[src/rtl/uart_tx_arbiter.sv]
// Round-robin arbiter that shares one UART transmitter among NUM_REQ requesters.
// A granted requester keeps the line until its last byte completes or it stalls past TIMEOUT.
module uart_tx_arbiter #(
  parameter int NUM_REQ = 4,
  parameter int TIMEOUT = 1000000
) (
  input  logic                 clk_i,
  input  logic                 rst_i,
  input  logic [NUM_REQ-1:0]   req_valid_i,
  input  logic [8*NUM_REQ-1:0] req_byte_i,
  input  logic [NUM_REQ-1:0]   req_last_i,
  output logic [NUM_REQ-1:0]   req_ready_o,
  output logic [NUM_REQ-1:0]   grant_o,
  output logic                 tx_start_o,
  output logic [7:0]           tx_byte_o,
  input  logic                 tx_busy_i,
  input  logic                 tx_done_i,
  output logic                 err_timeout_o
);

  localparam int IDXW = (NUM_REQ > 1) ? $clog2(NUM_REQ) : 1;
  localparam int CNTW = (TIMEOUT > 0) ? $clog2(TIMEOUT + 1) : 1;
  localparam logic [CNTW-1:0] CNT_LIMIT = CNTW'(TIMEOUT);

  typedef enum logic [1:0] {IDLE, ISSUE, WAIT} state_e;

  state_e              state_q, state_d;
  logic [NUM_REQ-1:0]  grant_q, grant_d;
  logic [IDXW-1:0]     owner_q, owner_d;
  logic [IDXW-1:0]     lastGrant_q, lastGrant_d;
  logic [NUM_REQ-1:0]  ready_q, ready_d;
  logic                start_q, start_d;
  logic [7:0]          txByte_q, txByte_d;
  logic                err_q, err_d;
  logic                lastFlag_q, lastFlag_d;
  logic [CNTW-1:0]     cnt_q, cnt_d;

  logic                pickValid;
  logic [IDXW-1:0]     pickIdx;
  logic [IDXW-1:0]     scanIdx;
  logic [7:0]          ownerByte;

  assign ownerByte = req_byte_i[{owner_q, 3'b000} +: 8];

  // Scan upward from the lane after the previous owner so every lane gets a fair turn.
  always_comb begin
    pickValid = 1'b0;
    pickIdx   = '0;
    scanIdx   = '0;
    for (int k = 1; k <= NUM_REQ; k++) begin
      scanIdx = IDXW'((int'(lastGrant_q) + k) % NUM_REQ);
      if (!pickValid && req_valid_i[scanIdx]) begin
        pickValid = 1'b1;
        pickIdx   = scanIdx;
      end
    end
  end

  always_comb begin
    state_d     = state_q;
    grant_d     = grant_q;
    owner_d     = owner_q;
    lastGrant_d = lastGrant_q;
    ready_d     = '0;
    start_d     = 1'b0;
    txByte_d    = txByte_q;
    err_d       = 1'b0;
    lastFlag_d  = lastFlag_q;
    cnt_d       = cnt_q;
    unique case (state_q)
      IDLE: begin
        if (pickValid) begin
          grant_d          = '0;
          grant_d[pickIdx] = 1'b1;
          owner_d          = pickIdx;
          cnt_d            = '0;
          state_d          = ISSUE;
        end
      end
      ISSUE: begin
        if (req_valid_i[owner_q]) begin
          if (!tx_busy_i) begin
            start_d          = 1'b1;
            txByte_d         = ownerByte;
            ready_d[owner_q] = 1'b1;
            lastFlag_d       = req_last_i[owner_q];
            cnt_d            = '0;
            state_d          = WAIT;
          end
        end else if (TIMEOUT > 0) begin
          // Eviction needs the lane to still be idle in the cycle the limit is reached.
          if (cnt_q == CNT_LIMIT) begin
            grant_d     = '0;
            err_d       = 1'b1;
            lastGrant_d = owner_q;
            cnt_d       = '0;
            state_d     = IDLE;
          end else begin
            cnt_d = cnt_q + 1'b1;
          end
        end
      end
      WAIT: begin
        if (tx_done_i) begin
          if (lastFlag_q) begin
            grant_d     = '0;
            lastGrant_d = owner_q;
            state_d     = IDLE;
          end else begin
            state_d = ISSUE;
          end
        end
      end
      default: state_d = IDLE;
    endcase
  end

  always_ff @(posedge clk_i) begin
    if (rst_i) begin
      state_q     <= IDLE;
      grant_q     <= '0;
      owner_q     <= '0;
      lastGrant_q <= IDXW'(NUM_REQ - 1);
      ready_q     <= '0;
      start_q     <= 1'b0;
      txByte_q    <= 8'h00;
      err_q       <= 1'b0;
      lastFlag_q  <= 1'b0;
      cnt_q       <= '0;
    end else begin
      state_q     <= state_d;
      grant_q     <= grant_d;
      owner_q     <= owner_d;
      lastGrant_q <= lastGrant_d;
      ready_q     <= ready_d;
      start_q     <= start_d;
      txByte_q    <= txByte_d;
      err_q       <= err_d;
      lastFlag_q  <= lastFlag_d;
      cnt_q       <= cnt_d;
    end
  end

  assign req_ready_o   = ready_q;
  assign grant_o       = grant_q;
  assign tx_start_o    = start_q;
  assign tx_byte_o     = txByte_q;
  assign err_timeout_o = err_q;

endmodule

[config.mk]
export PLATFORM = sky130hd
export DESIGN_NAME = uart_tx_arbiter
export DESIGN_NICKNAME = d
export VERILOG_FILES = /design/src/rtl/uart_tx_arbiter.sv
export SDC_FILE = /design/constraint.sdc
export NUM_CORES = 1
export LEC_CHECK = 0
export ABC_AREA = 1
export BUFFER_PORTS_ARGS = -buffer_cell sky130_fd_sc_hd__buf_2
export CORE_ASPECT_RATIO = 1.4
export CORE_MARGIN = 8
export CORE_UTILIZATION = 55
export CTS_BUF_LIST = sky130_fd_sc_hd__clkbuf_4
export DETAILED_ROUTE_END_ITERATION = 8
export GPL_ROUTABILITY_DRIVEN = 0
export PLACE_DENSITY = 0.8
export RECOVER_POWER = 50
export SYNTH_ARGS = -nofsm -noshare
export SYNTH_HDL_FRONTEND = slang
export SYNTH_SLANG_ARGS = --single-unit
export TNS_END_PERCENT = 30
[constraint.sdc]
create_clock -name clk_i -period 2 [get_ports clk_i]
set_input_delay 0.3 -clock clk_i [delete_from_list [all_inputs] [get_ports clk_i]]
set_output_delay 0.3 -clock clk_i [all_outputs]
set_load 0.005 [all_outputs]
# ---- After elaboration in Yosys (flattened, before gate mapping)
# Index checks and enable logic that the tools add are counted.
dict set report totals {
  inputBits 44
  regBits 45
}
dict set report op_classes {
  muxes 49
  bitwise_logic 3
  eq_ne 10
  n_addsub 5
  magnitude_cmp 8
  reduce_logical 21
  shifts 1
}
# cell n
set ops {}
lappend ops {{$mux 20} 4}
lappend ops {{$pmux 20 s2} 1}
lappend ops {{$shiftx 32x6->8} 1}
lappend ops {{$mux 2} 13}
lappend ops {{$add 20x1->20 const B} 1}
lappend ops {{$eq 20x20->1 const B} 1}
lappend ops {{$mux 4} 5}
lappend ops {{$lt 2x3->1 const B} 6}
lappend ops {{$mux 1} 15}
lappend ops {{$bmux 1 s2} 6}
lappend ops {{$pmux 4 s3} 1}
lappend ops {{$ne 2x2->1 const B} 5}
lappend ops {{$ne 3x3->1 const B} 2}
lappend ops {{$pmux 2 s3} 1}
lappend ops {{$reduce_and 3->1} 2}
lappend ops {{$reduce_and 6->1} 1}
lappend ops {{$reduce_or 3->1} 2}
lappend ops {{$logic_and 1x1->1} 5}
lappend ops {{$reduce_and 5->1} 1}
lappend ops {{$add 2x1->2 const B} 2}
lappend ops {{$add 2x2->2 const B} 2}
lappend ops {{$demux 1 s2} 2}
lappend ops {{$ge 2x1->1 const B} 2}
lappend ops {{$pmux 2 s2} 1}
lappend ops {{10 further kinds} 15}

# ---- Depth between registers and ports, before layout
# Gate-level depths: netlist (run 1).
dict set report depth {
  depth_word 19
  mapped_depth 14
  depth_no_buf 13
}

# ---- Least setup slack after synthesis (run 1)
# OpenSTA, ideal clock, no wires.
dict set report synth_timing {
  path_kind {flip-flop to flip-flop}
  start {register state_q[1]}
  end {register cnt_q[17]}
  period_less_slack_ns 1.636
  stages_incl_launch_ff 12
  setup_slack_ns 0.364
  t_required_ns 1.868
  arrival_ns 1.504
  n_path_buf 2
  path_cell_list {dfxtp_1 > inv_1 > ha_1 > clkbuf_1 > inv_1 > nor2_2 > nand2_1 > nand3_2 > inv_2 > buf_2 > nand2_1 > a21oi_1}
}
dict set report synth_via {
  elab_chain_len 3
  word_cells_on_any_way 7
  classes_between {eq/ne: 3; mux: 1; reduce/logical: 3}
}
# item line
set synth_lines {}
lappend synth_lines {{from (decl)} 27} ;# state_e state_q, state_d;
lappend synth_lines {{from (signal assigned)} 131} ;# state_q <= state_d;
lappend synth_lines {{$eq 2x1->1 or $logic_not 2->1 (tied branches)} 70} ;# unique case (state_q)
lappend synth_lines {{$ne 3x3->1 (no line), or another cell as far along} --}
lappend synth_lines {{$reduce_and 3->1 (no line)} --}
lappend synth_lines {{to (signal assigned)} 140} ;# cnt_q <= cnt_d;
lappend synth_lines {{to (decl)} 36} ;# logic [CNTW-1:0] cnt_q, cnt_d;
# Several ways; a longest one is shown, not always the timed one.
# A chain may end at the register's enable or synchronous reset.

# ---- Worst setup path in the final report (run 1)
dict set report layout_timing {
  start {register cnt_q[0]}
  end {register cnt_q[16]}
}
dict set report layout_via {
  elab_chain_len 4
  word_cells_on_any_way 5
  classes_between {add/sub: 1; eq/ne: 1; mux: 3}
}
# item line
set layout_lines {}
lappend layout_lines {{$add 20x1->20 or $eq 20x20->1 (tied branches)} {99, 92}}
lappend layout_lines {{$mux 20 *} 92} ;# if (cnt_q == CNT_LIMIT) begin
lappend layout_lines {{$mux 20 *} 81} ;# if (req_valid_i[owner_q]) begin
lappend layout_lines {{$pmux 20 s2 *} 70}
# Every way passes the cells marked *; elsewhere a longest branch is shown, timed or not.

==> results of run 1 <==
-- registers in the layout, summed over array words and instances (netlist names) --
register and count:
cnt_q 20, tx_byte_o 8, grant_o 4, req_ready_o 4, lastGrant_q 2, owner_q 2, state_q 2, err_timeout_o 1
lastFlag_q 1, tx_start_o 1
-- worst min path at each step --
stage / from / to / slack (ns) / cells past startpoint
4_1_cts: req_byte_i[6] / tx_byte_o[6] / 0.27 / 5
5_1_grt: req_byte_i[0] / tx_byte_o[0] / 0.29 / 5
3_5_place_dp: grant_o[3] / grant_o[3] / 0.46 / 2
3_3_place_gp: grant_o[1] / grant_o[1] / 0.45 / 2
6_report: req_byte_i[7] / tx_byte_o[7] / 0.27 / 5
2_1_floorplan: rst_i / tx_start_o / 0.38 / 1
-- cell usage after synthesis, drive strengths merged, types with 2 or more instances --
| library cell | n | area, µm² |
|---|---|---|
| a21oi | 29 | 149 |
| o21ai | 18 | 90.1 |
| clkbuf | 12 | 45.0 |
| o211ai | 2 | 15.0 |
| dfxtp | 45 | 901 |
| nand4 | 21 | 138 |
| nor2 | 78 | 315 |
| nor3 | 13 | 80.1 |
| buf | 5 | 36.3 |
| nand3 | 67 | 340 |
| inv | 46 | 173 |
| nand2 | 141 | 547 |
| xor2 | 3 | 26.3 |
| xnor2 | 2 | 17.5 |
| ha | 6 | 75.1 |
-- cell families (layout without fill, tap and decap cells) --
logic type / after synthesis / count (layout)
XOR/XNOR: 5 / 5
buffers and inverters: 64 / 128
adder cells (fa/ha/maj): 6 / 6
AND/OR/NAND/NOR: 325 / 325
flip-flops: 45 / 45
AO/OA/AOI/OAI: 52 / 52
-- repair_timing --
| item | 4_1_cts | 5_1_grt |
|---|---|---|
| setup endpoints to repair | 0 | 26 |
| resized for setup | 0 | 9 |
| hold buffers | 0 | 0 |
-- through the flow --
step	instances	hold slack [ns]	setup slack, ns	instance area (µm²)	total power [mW]
floorplan	497	0.379	0.364	3010	2.76
global placement	621	0.453	0.199	3420	3.31
detailed placement	621	0.458	0.164	3420	3.36
CTS	629	0.273	0.116	3480	3.83
global route	629	0.286	0.00671	3490	4.21
finish	629	0.269	0.176	3490	3.87
-- layout by cell type, fill, tap and decap left out, drive strengths merged --
master	instances
inv	46
a21oi	29
nand3	67
xnor2	2
a31oi	1
a31o	1
nor3b	1
nor4b	1
nor2	78
o211ai	2
clkinvlp	1
clkinv	1
clkbuf	15
ha	6
o21bai	1
nand2	141
xor2	3
nor3	13
dfxtp	45
nand4	21
o21ai	18
nand3b	1
or2	1
buf	65
nor4	1
-- area by class of cell --
type	instances	area share [%]
Clock buffer	7	1.50
Timing Repair Buffer	73	11.4
Sequential cell	45	25.9
Tap cell	68	2.44
Clock inverter	1	0.215
Multi-Input combinational cell	388	53.5
Inverter	47	5.05
-- per-layer routing --
layer / routed length (µm) / track usage, % / vias up / share of wire [%]
li1: - / - / 1759 / -
met3: 411 / 4.33 / 22 / 4.8
met2: 4540 / 38.8 / 118 / 52
met5: 0 / 0 / - / 0
met1: 3490 / 23.7 / 1591 / 40
met4: 206 / 9.44 / 0 / 2.4
-- worst max-delay path, stage by stage, from the launching register on --
cell and delay [ns]:
dfxtp_1 0.44, ha_1 0.20, nand3_1 0.17, nor3_2 0.21, inv_1 0.12, o21bai_1 0.16
nand3_1 0.09, nor3_1 0.17, nand2_1 0.08, a21oi_1 0.12
-- power groups by stage --
stage          Clock, mW  Combinational (mW)  Sequential [mW]
2_1_floorplan          0                1.61             1.15
3_3_place_gp           0                2.15             1.16
3_5_place_dp           0                2.19             1.16
4_1_cts            0.477                2.20             1.15
5_1_grt            0.511                2.53             1.17
6_report           0.475                2.23             1.16
==> flow_metrics.env, run 1 <==
export IMPL_ys_ff_latch=45
export IMPL_core_area_um2=5410
export IMPL_multi_input_area_um2=1870
export IMPL_gr_total_overflow=0
export IMPL_cts_root_buf="clkbuf_4"
export IMPL_power_frac_seq_pct=29.9
export IMPL_postCtsSetupBuffers=0
export IMPL_num_vias=3490
export IMPL_grt_pass1_vias=3525
export IMPL_p_leak_nw=1.47
export IMPL_synthArstFlopShare_pct=0
export IMPL_power_switching_mw=1.94
export IMPL_ant_nets=0
export IMPL_endpoint_kind="register"
export IMPL_syn_to_final_growth_pct=16.0
export IMPL_ff2ff_setup_slack_ns=0.18
export IMPL_endpoint="cnt_q[16]"
export IMPL_numCtsBuffers=5
export IMPL_period_share_pct=91.2
export IMPL_synth_compound_area_share_pct=9.19
export IMPL_dp_hpwl_mm=6.59
export IMPL_finalSetupTns_ns=0
export IMPL_worst_slew_pin_slew_ns=0.552
export IMPL_pin_count=62
export IMPL_layout_min_cycle_time_ns=1.82
export IMPL_antenna_cells=0
export IMPL_vdd_drop_max_mv=0.819
export IMPL_die_h_um=104
export IMPL_hold_path_class="input port to register"
export IMPL_worstSetupStartpointType="register"
export IMPL_drive_above_1_share_pct=19.1
export IMPL_cts_sinks=45
export IMPL_synth_cell_type_count=35
export IMPL_p_clk_share_pct=12.3
export IMPL_clockBufferDepth=2
export IMPL_wl_per_cell_um=13.7
export IMPL_drcViolationCount=0
export IMPL_start_util_pct=55.7
export IMPL_cts_tree="yes"
export IMPL_rows=32
export IMPL_yosys_area_share_xor_xnor_pct=1.45
export IMPL_final_seq_area_um2=905
export IMPL_synth_area_um2=3010
export IMPL_antenna_found_initial=0
export IMPL_viasPerCell=5.55
export IMPL_synth_nets=547
export IMPL_worst_setup_path_type="register to register"
export IMPL_required_ns=2.30
export IMPL_drv_cap=0
export IMPL_rsz0062_at_grt="false"
export IMPL_utilization_pct=64.6
export IMPL_clock_skew_ns=0.0187
export IMPL_syn_inst=497
export IMPL_synth_fa_ha_area_share_pct=2.49
export IMPL_ys_seq_area_share_pct=29.9
export IMPL_r2r_end="cnt_q[16]"
export IMPL_crit_start="cnt_q[0]"
export IMPL_h_tree_depth=2
export IMPL_firstDrtPassIters=5
export IMPL_grt_max_degree=21
export IMPL_finalMaxSlewViolations=0
export IMPL_finalWirelength_mm=8.64
export IMPL_grt_pass1_wl_mm=15.0
export IMPL_setup_viol=0
export IMPL_num_fill_cells=547
export IMPL_dieArea_um2=8130
export IMPL_hold_viol=0
export IMPL_cp_arrival_ns=2.12
export IMPL_slew_headroom_pct=62.6
export IMPL_path_max_fanout=5
export IMPL_synthFlopType="dfxtp_1"
export IMPL_r2r_cells=9
export IMPL_fmax_ghz=0.548
export IMPL_r2r_start="cnt_q[0]"
export IMPL_outcome="complete, no violations"
export IMPL_p_per_area_nw_per_um2=1110
export IMPL_synth_avg_cell_area_um2=6.06
export IMPL_synth_simple_area_share_pct=48.4
export IMPL_p_sw_share_pct=50.2
export IMPL_first_iter_violations=182
export IMPL_combPwrFrac_pct=57.8
export IMPL_synth_edff_count=0
export IMPL_fp_dieW_um=78.5
export IMPL_clk_transition_reported_paths_ns=0.15
export IMPL_placement_io_buffers=61
export IMPL_track_usage_pct=21.7
export IMPL_nets=610
export IMPL_synth_top_family_by_area="simple AND/OR/NAND/NOR gates"
export IMPL_p_int_mw=1.93
export IMPL_synth_warnings=0
export IMPL_synthMuxAreaShare_pct=0
export IMPL_clkLatencyLatePin_ns=0.37
No activity file was read; power rests on OpenSTA's default activity.
==> inputs of run 2 (changes only) <==
--- a/config.mk
+++ b/config.mk
@@ -13,6 +13,7 @@
 export CTS_BUF_LIST = sky130_fd_sc_hd__clkbuf_4
 export DETAILED_ROUTE_END_ITERATION = 8
 export GPL_ROUTABILITY_DRIVEN = 0
+export MAX_ROUTING_LAYER = met4
 export PLACE_DENSITY = 0.8
 export RECOVER_POWER = 50
 export SYNTH_ARGS = -nofsm -noshare
==> constraint.sdc (replaced) <==
create_clock -name clk_i -period 2 [get_ports clk_i]
set_input_delay 0.1 -clock clk_i [delete_from_list [all_inputs] [get_ports clk_i]]
set_output_delay 0.1 -clock clk_i [all_outputs]
set_load 0.005 [all_outputs]
==> run 2 against run 1 <==
  * Setup slack better by 0.022 ns
  * Via count fell by 0.40%
  * Flip-flop and latch count did not move
  * Sequential power barely moved
  * Register-to-register slack improved by 0.02 ns
  * Final area did not move
  * Highest routed layer unchanged
==> flow_metrics.env, run 2 (synthesized netlist as in run 1, its figures left out) <==
export IMPL_drv_cap=0
export IMPL_setup_ws_ns=0.198
export IMPL_hold_depth=5
export IMPL_drive_above_1_share_pct=19.1
export IMPL_crit_top_cell="inv_1"
export IMPL_start_util_pct=55.7
export IMPL_fmax_ghz=0.555
export IMPL_combPwrFrac_pct=57.8
export IMPL_period_share_pct=90.1
export IMPL_antenna_found_initial=0
export IMPL_outcome="complete, no violations"
export IMPL_die_h_um=104
export IMPL_fin_cells=629
export IMPL_firstDrtPassIters=5
export IMPL_core_area_um2=5410
export IMPL_power_frac_seq_pct=29.9
export IMPL_nets=610
export IMPL_p_int_mw=1.93
export IMPL_r2r_cells=10
export IMPL_antenna_cells=0
export IMPL_clkLatencyLatePin_ns=0.37
export IMPL_layout_common_cells="nand2_1 (134), nor2_1 (71), nand3_1 (66), buf_2 (52), dfxtp_1 (42)"
export IMPL_worst_slew_pin_slew_ns=0.543
export IMPL_path_max_fanout=10
export IMPL_num_fill_cells=547
export IMPL_placement_io_buffers=61
export IMPL_h_tree_depth=2
export IMPL_clk_transition_reported_paths_ns=0.14
export IMPL_vdd_drop_max_mv=0.819
export IMPL_cts_tree="yes"
export IMPL_p_sw_share_pct=50.2
export IMPL_endpoint_kind="register"
export IMPL_rsz0062_at_grt="false"
export IMPL_syn_to_final_growth_pct=16.0
export IMPL_gr_total_overflow=0
export IMPL_pre_cts_ws_ns=0.164
export IMPL_drcViolationCount=0
export IMPL_grt_pass1_vias=3517
export IMPL_cpPeakStageDelay_ns=0.36
export IMPL_power_switching_mw=1.94
export IMPL_r2r_end="req_ready_o[2]"
export IMPL_wl_per_cell_um=13.8
export IMPL_hold_viol=0
export IMPL_track_usage_pct=22.4
export IMPL_setup_viol=0
export IMPL_dp_hpwl_mm=6.59
export IMPL_first_iter_violations=168
export IMPL_cts_root_buf="clkbuf_4"
export IMPL_viasPerCell=5.53
export IMPL_slew_headroom_pct=63.3
export IMPL_ff2ff_setup_slack_ns=0.20
export IMPL_ant_nets=0
export IMPL_layout_min_cycle_time_ns=1.80
export IMPL_utilization_pct=64.6
export IMPL_grt_max_degree=21
export IMPL_p_per_area_nw_per_um2=1110
export IMPL_p_clk_share_pct=12.3
export IMPL_r2r_start="state_q[1]"
export IMPL_top_register="cnt_q"
export IMPL_cp_arrival_ns=2.10
export IMPL_fp_dieW_um=78.5
export IMPL_hold_end="tx_byte_o[7]"
export IMPL_layout_commonest_cell="nand2_1"
export IMPL_finalMaxSlewViolations=0
export IMPL_cts_sinks=45
export IMPL_grt_pass1_wl_mm=15.1
export IMPL_clock_skew_ns=0.0157
export IMPL_hold_path_class="input port to register"
export IMPL_rows=32
export IMPL_numCtsBuffers=5
export IMPL_finalSetupTns_ns=0
export IMPL_worst_setup_path_type="register to register"
export IMPL_finalWirelength_mm=8.66
export IMPL_p_leak_nw=1.47
export IMPL_required_ns=2.30
export IMPL_dieArea_um2=8130
export IMPL_pin_count=62
export IMPL_largest_reg_flops=20
export IMPL_critPathSlowestCell="dfxtp_1"
export IMPL_hp_start="req_byte_i[7]"
export IMPL_placed_cells=621
export IMPL_clockBufferDepth=2
export IMPL_num_vias=3476
export IMPL_path_cells="inv_1, ha_2, inv_1, nor2_2, inv_1, nor2_4, inv_2, nor2_2, inv_2, nor3_2"
export IMPL_worstSetupStartpointType="register"
==> run 2: how the worst max path moves through the flow <==
| stage | start | endpoint | slack (ns) | depth (start not counted) |
|---|---|---|---|---|
| final | state_q[1] | req_ready_o[2] | 0.20 | 10 |
| after global routing | lastGrant_q[1] | cnt_q[1] | 0.007 | 12 |
| after CTS | state_q[1] | req_ready_o[2] | 0.12 | 10 |
| after detailed placement | cnt_q[0] | grant_o[2] | 0.16 | 11 |
| after global placement | lastGrant_q[1] | cnt_q[1] | 0.20 | 12 |
| after floorplan | state_q[1] | cnt_q[17] | 0.36 | 11 |
==> run 2: layout make-up <==
class | instances | area, µm² | share of cell area, %
Clock inverter | 1 | 7.51 | 0.215
Clock buffer | 7 | 52.6 | 1.50
Sequential cell | 45 | 905 | 25.9
Multi-Input combinational cell | 388 | 1870 | 53.5
Timing Repair Buffer | 73 | 397 | 11.4
Tap cell | 68 | 85.1 | 2.44
Inverter | 47 | 176 | 5.05
==> run 2: stage by stage <==
step	power, mW	cell area [µm²]	hold slack [ns]
after floorplan	2.76	3010	0.179
after global placement	3.31	3420	0.441
after detailed placement	3.36	3420	0.448
after CTS	3.83	3480	0.0732
after global routing	4.22	3490	0.0831
final	3.87	3490	0.0664
==> run 2: routing by layer <==
layer  GRT usage (%)  vias to the layer above  part of all wire [%]
met5               -                        -                     0
met4            9.44                        0                   3.1
met3            3.72                       27                   4.7
met2            38.9                      129                    52
met1            24.2                     1563                    40
li1                -                     1757                     -
==> run 2: what timing repair did <==
item | 4_1_cts | 5_1_grt
buffers inserted | 0 | 0
resized for setup | 0 | 9
hold buffers | 0 | 0
endpoints found under the setup margin | 0 | 26
==> run 2: worst max-delay path: cells and delay by family (launching register included) <==
family | cells | cell delay, ns
flip-flops | 1 | 0.36
AND/OR/NAND/NOR | 4 | 0.58
buffers and inverters | 5 | 0.51
adder cells (fa/ha/maj) | 1 | 0.29
==> run 2: power by group through the flow <==
stage	combinational (mW)	sequential, mW	clock (mW)
2_1_floorplan	1.61	1.15	0
3_3_place_gp	2.15	1.16	0
3_5_place_dp	2.19	1.16	0
4_1_cts	2.20	1.15	0.477
5_1_grt	2.53	1.17	0.513
6_report	2.24	1.16	0.477
==> inputs of run 3 (changes only) <==
--- a/config.mk
+++ b/config.mk
@@ -7,10 +7,9 @@
 export LEC_CHECK = 0
 export ABC_AREA = 1
 export BUFFER_PORTS_ARGS = -buffer_cell sky130_fd_sc_hd__buf_2
-export CORE_ASPECT_RATIO = 1.4
+export CORE_ASPECT_RATIO = 1.5
 export CORE_MARGIN = 8
 export CORE_UTILIZATION = 55
-export CTS_BUF_LIST = sky130_fd_sc_hd__clkbuf_4
 export DETAILED_ROUTE_END_ITERATION = 8
 export GPL_ROUTABILITY_DRIVEN = 0
 export MAX_ROUTING_LAYER = met4
==> run 3 against run 2 <==
  * Global-route usage decreased by 0.58 points
  * Register-to-register slack got worse by 0.04 ns
  * Final area increased by 0.43%
  * Total power increased by 1.6%
  * Clock-buffer cell count decreased by 2
  * Clock skew decreased by 0.0051 ns
  * Highest routed layer unchanged
  * Non-clock buffer count increased by 1
  * Combinational power about the same
  * Via count unchanged
  * Die area increased by 0.19%
  * Cell count increased by 0.48%
==> flow_metrics.env, run 3 (synthesized netlist as in run 1, its figures left out) <==
export IMPL_outcome="complete, no violations"
export IMPL_fin_cells=632
export IMPL_worstSetupStartpointType="register"
export IMPL_grt_pass1_vias=3465
export IMPL_drv_cap=0
export IMPL_cts_tree="yes"
export IMPL_final_seq_area_um2=905
export IMPL_ant_nets=0
export IMPL_start_util_pct=56.1
export IMPL_dpl_cell_area_um2=3420
export IMPL_setup_ws_ns=0.162
export IMPL_placed_cells=624
export IMPL_critPathSlowestCell="dfxtp_2"
export IMPL_antenna_cells=0
export IMPL_grt_pass1_wl_mm=14.6
export IMPL_clock_skew_ns=0.0106
export IMPL_crit_top_cell="nand2_1"
export IMPL_path_max_fanout=20
export IMPL_cts_sinks=45
export IMPL_finalMaxSlewViolations=0
export IMPL_required_ns=2.20
export IMPL_hold_viol=0
export IMPL_layout_common_cells="nand2_1 (134), nor2_1 (74), nand3_1 (66), buf_2 (50), dfxtp_1 (42)"
export IMPL_cp_arrival_ns=2.03
export IMPL_endpoint_kind="register"
export IMPL_grt_busiest_layer="met2"
export IMPL_grtUsageMet2_pct=39.9
export IMPL_pin_count=62
export IMPL_cts_resized=0
export IMPL_setup_viol=0
export IMPL_dieArea_um2=8150
export IMPL_pre_cts_ws_ns=0.147
export IMPL_num_vias=3476
export IMPL_clkLatencyLatePin_ns=0.30
export IMPL_cpPeakStageDelay_ns=0.40
export IMPL_rows=33
export IMPL_core_area_um2=5370
export IMPL_track_usage_pct=21.8
export IMPL_cts_root_buf="clkbuf_8"
export IMPL_placement_io_buffers=61
export IMPL_fin_area_um2=3510
export IMPL_die_h_um=107
export IMPL_fp_dieW_um=76.4
export IMPL_h_tree_depth=2
export IMPL_layout_commonest_cell="nand2_1"
export IMPL_syn_to_final_growth_pct=16.5
export IMPL_postCtsSetupBuffers=0
export IMPL_vdd_drop_max_mv=0.887
export IMPL_hold_path_class="input port to register"
export IMPL_drcViolationCount=0
export IMPL_fmax_ghz=0.544
export IMPL_firstDrtPassIters=5
export IMPL_worst_setup_path_type="register to register"
export IMPL_p_per_area_nw_per_um2=1120
export IMPL_path_cells="inv_2, nand2_1, nand2_1, nand2_1, nand2_2, nor2_4, nand4_2, nand3_2, buf_6, nand2_1, o21ai_0, nor2_1"
export IMPL_wl_per_cell_um=13.6
export IMPL_finalWirelength_mm=8.63
export IMPL_use_met1_pct=21.7
export IMPL_viasPerCell=5.50
export IMPL_layout_min_cycle_time_ns=1.84
export IMPL_slew_headroom_pct=65.6
export IMPL_p_leak_nw=1.47
export IMPL_nets=611
export IMPL_dp_hpwl_mm=6.52
export IMPL_cts_hold_buffers=0
export IMPL_first_iter_violations=237
export IMPL_multi_input_area_um2=1850
export IMPL_gr_total_overflow=0
export IMPL_grt_use_met3_pct=4.02
export IMPL_num_fill_cells=529
export IMPL_antenna_found_initial=0
export IMPL_numCtsBuffers=5
export IMPL_top_register="cnt_q"
export IMPL_drive_above_1_share_pct=17.8
export IMPL_clk_transition_reported_paths_ns=0.09
export IMPL_grt_max_degree=21
export IMPL_worst_slew_pin_slew_ns=0.515
export IMPL_largest_reg_flops=20
export IMPL_period_share_pct=91.9
export IMPL_clockBufferDepth=2
==> run 3: cell count changes in the layout (fill, tap and decap cells not counted), sizes merged <==
cell / delta
clkinv: +3
clkbuf: +1
clkinvlp: -1
buf: -2
==> run 3: critical path, delay by kind of cell (launching register included) <==
| kind | cells | cell delay (ns) |
|---|---|---|
| DFF | 1 | 0.40 |
| AOI/OAI and AO/OA | 1 | 0.11 |
| buffers and inverters | 2 | 0.30 |
| and+or+nand+nor | 9 | 0.92 |
==> run 3: power breakdown <==
group	internal [mW]	switching (mW)
registers	1.03	0.113
clock network	0.248	0.326
logic	0.699	1.51
==> run 3: final timing paths <==
path                   from           end  slack, ns  cells after the start
min reg2reg      grant_o[1]    grant_o[1]       0.47                      2
max          lastGrant_q[0]      cnt_q[1]       0.16                     12
max reg2reg  lastGrant_q[0]      cnt_q[1]       0.16                     12
min           req_byte_i[4]  tx_byte_o[4]       0.13                      5
==> run 3: metrics by stage <==
| step | TNS, ns | power [mW] | hold WS (ns) | util [%] |
|---|---|---|---|---|
| 2_1_floorplan | 0 | 2.76 | 0.179 | - |
| 6_report | 0 | 3.93 | 0.132 | 65.3 |
| 4_1_cts | 0 | 3.88 | 0.133 | 65.4 |
| 3_5_place_dp | 0 | 3.29 | 0.451 | 63.7 |
| 5_1_grt | -0.0254 | 4.28 | 0.160 | 65.3 |
| 3_3_place_gp | 0 | 3.26 | 0.438 | 63.7 |
==> run 3: final cells by class <==
cell class                 count  area share [%]
timing repair buffer          74            11.2
clock buffer                   5            1.96
sequential                    45            25.8
clock inverter                 3           0.642
inverter                      47            5.10
multi-input combinational    388            52.8
tap                           70            2.50
==> run 3: per-layer routing <==
metal	part of all wire [%]	routed length, µm
met1	39	3380
met5	0	0
met4	4.0	348
met3	5.6	487
met2	51	4410
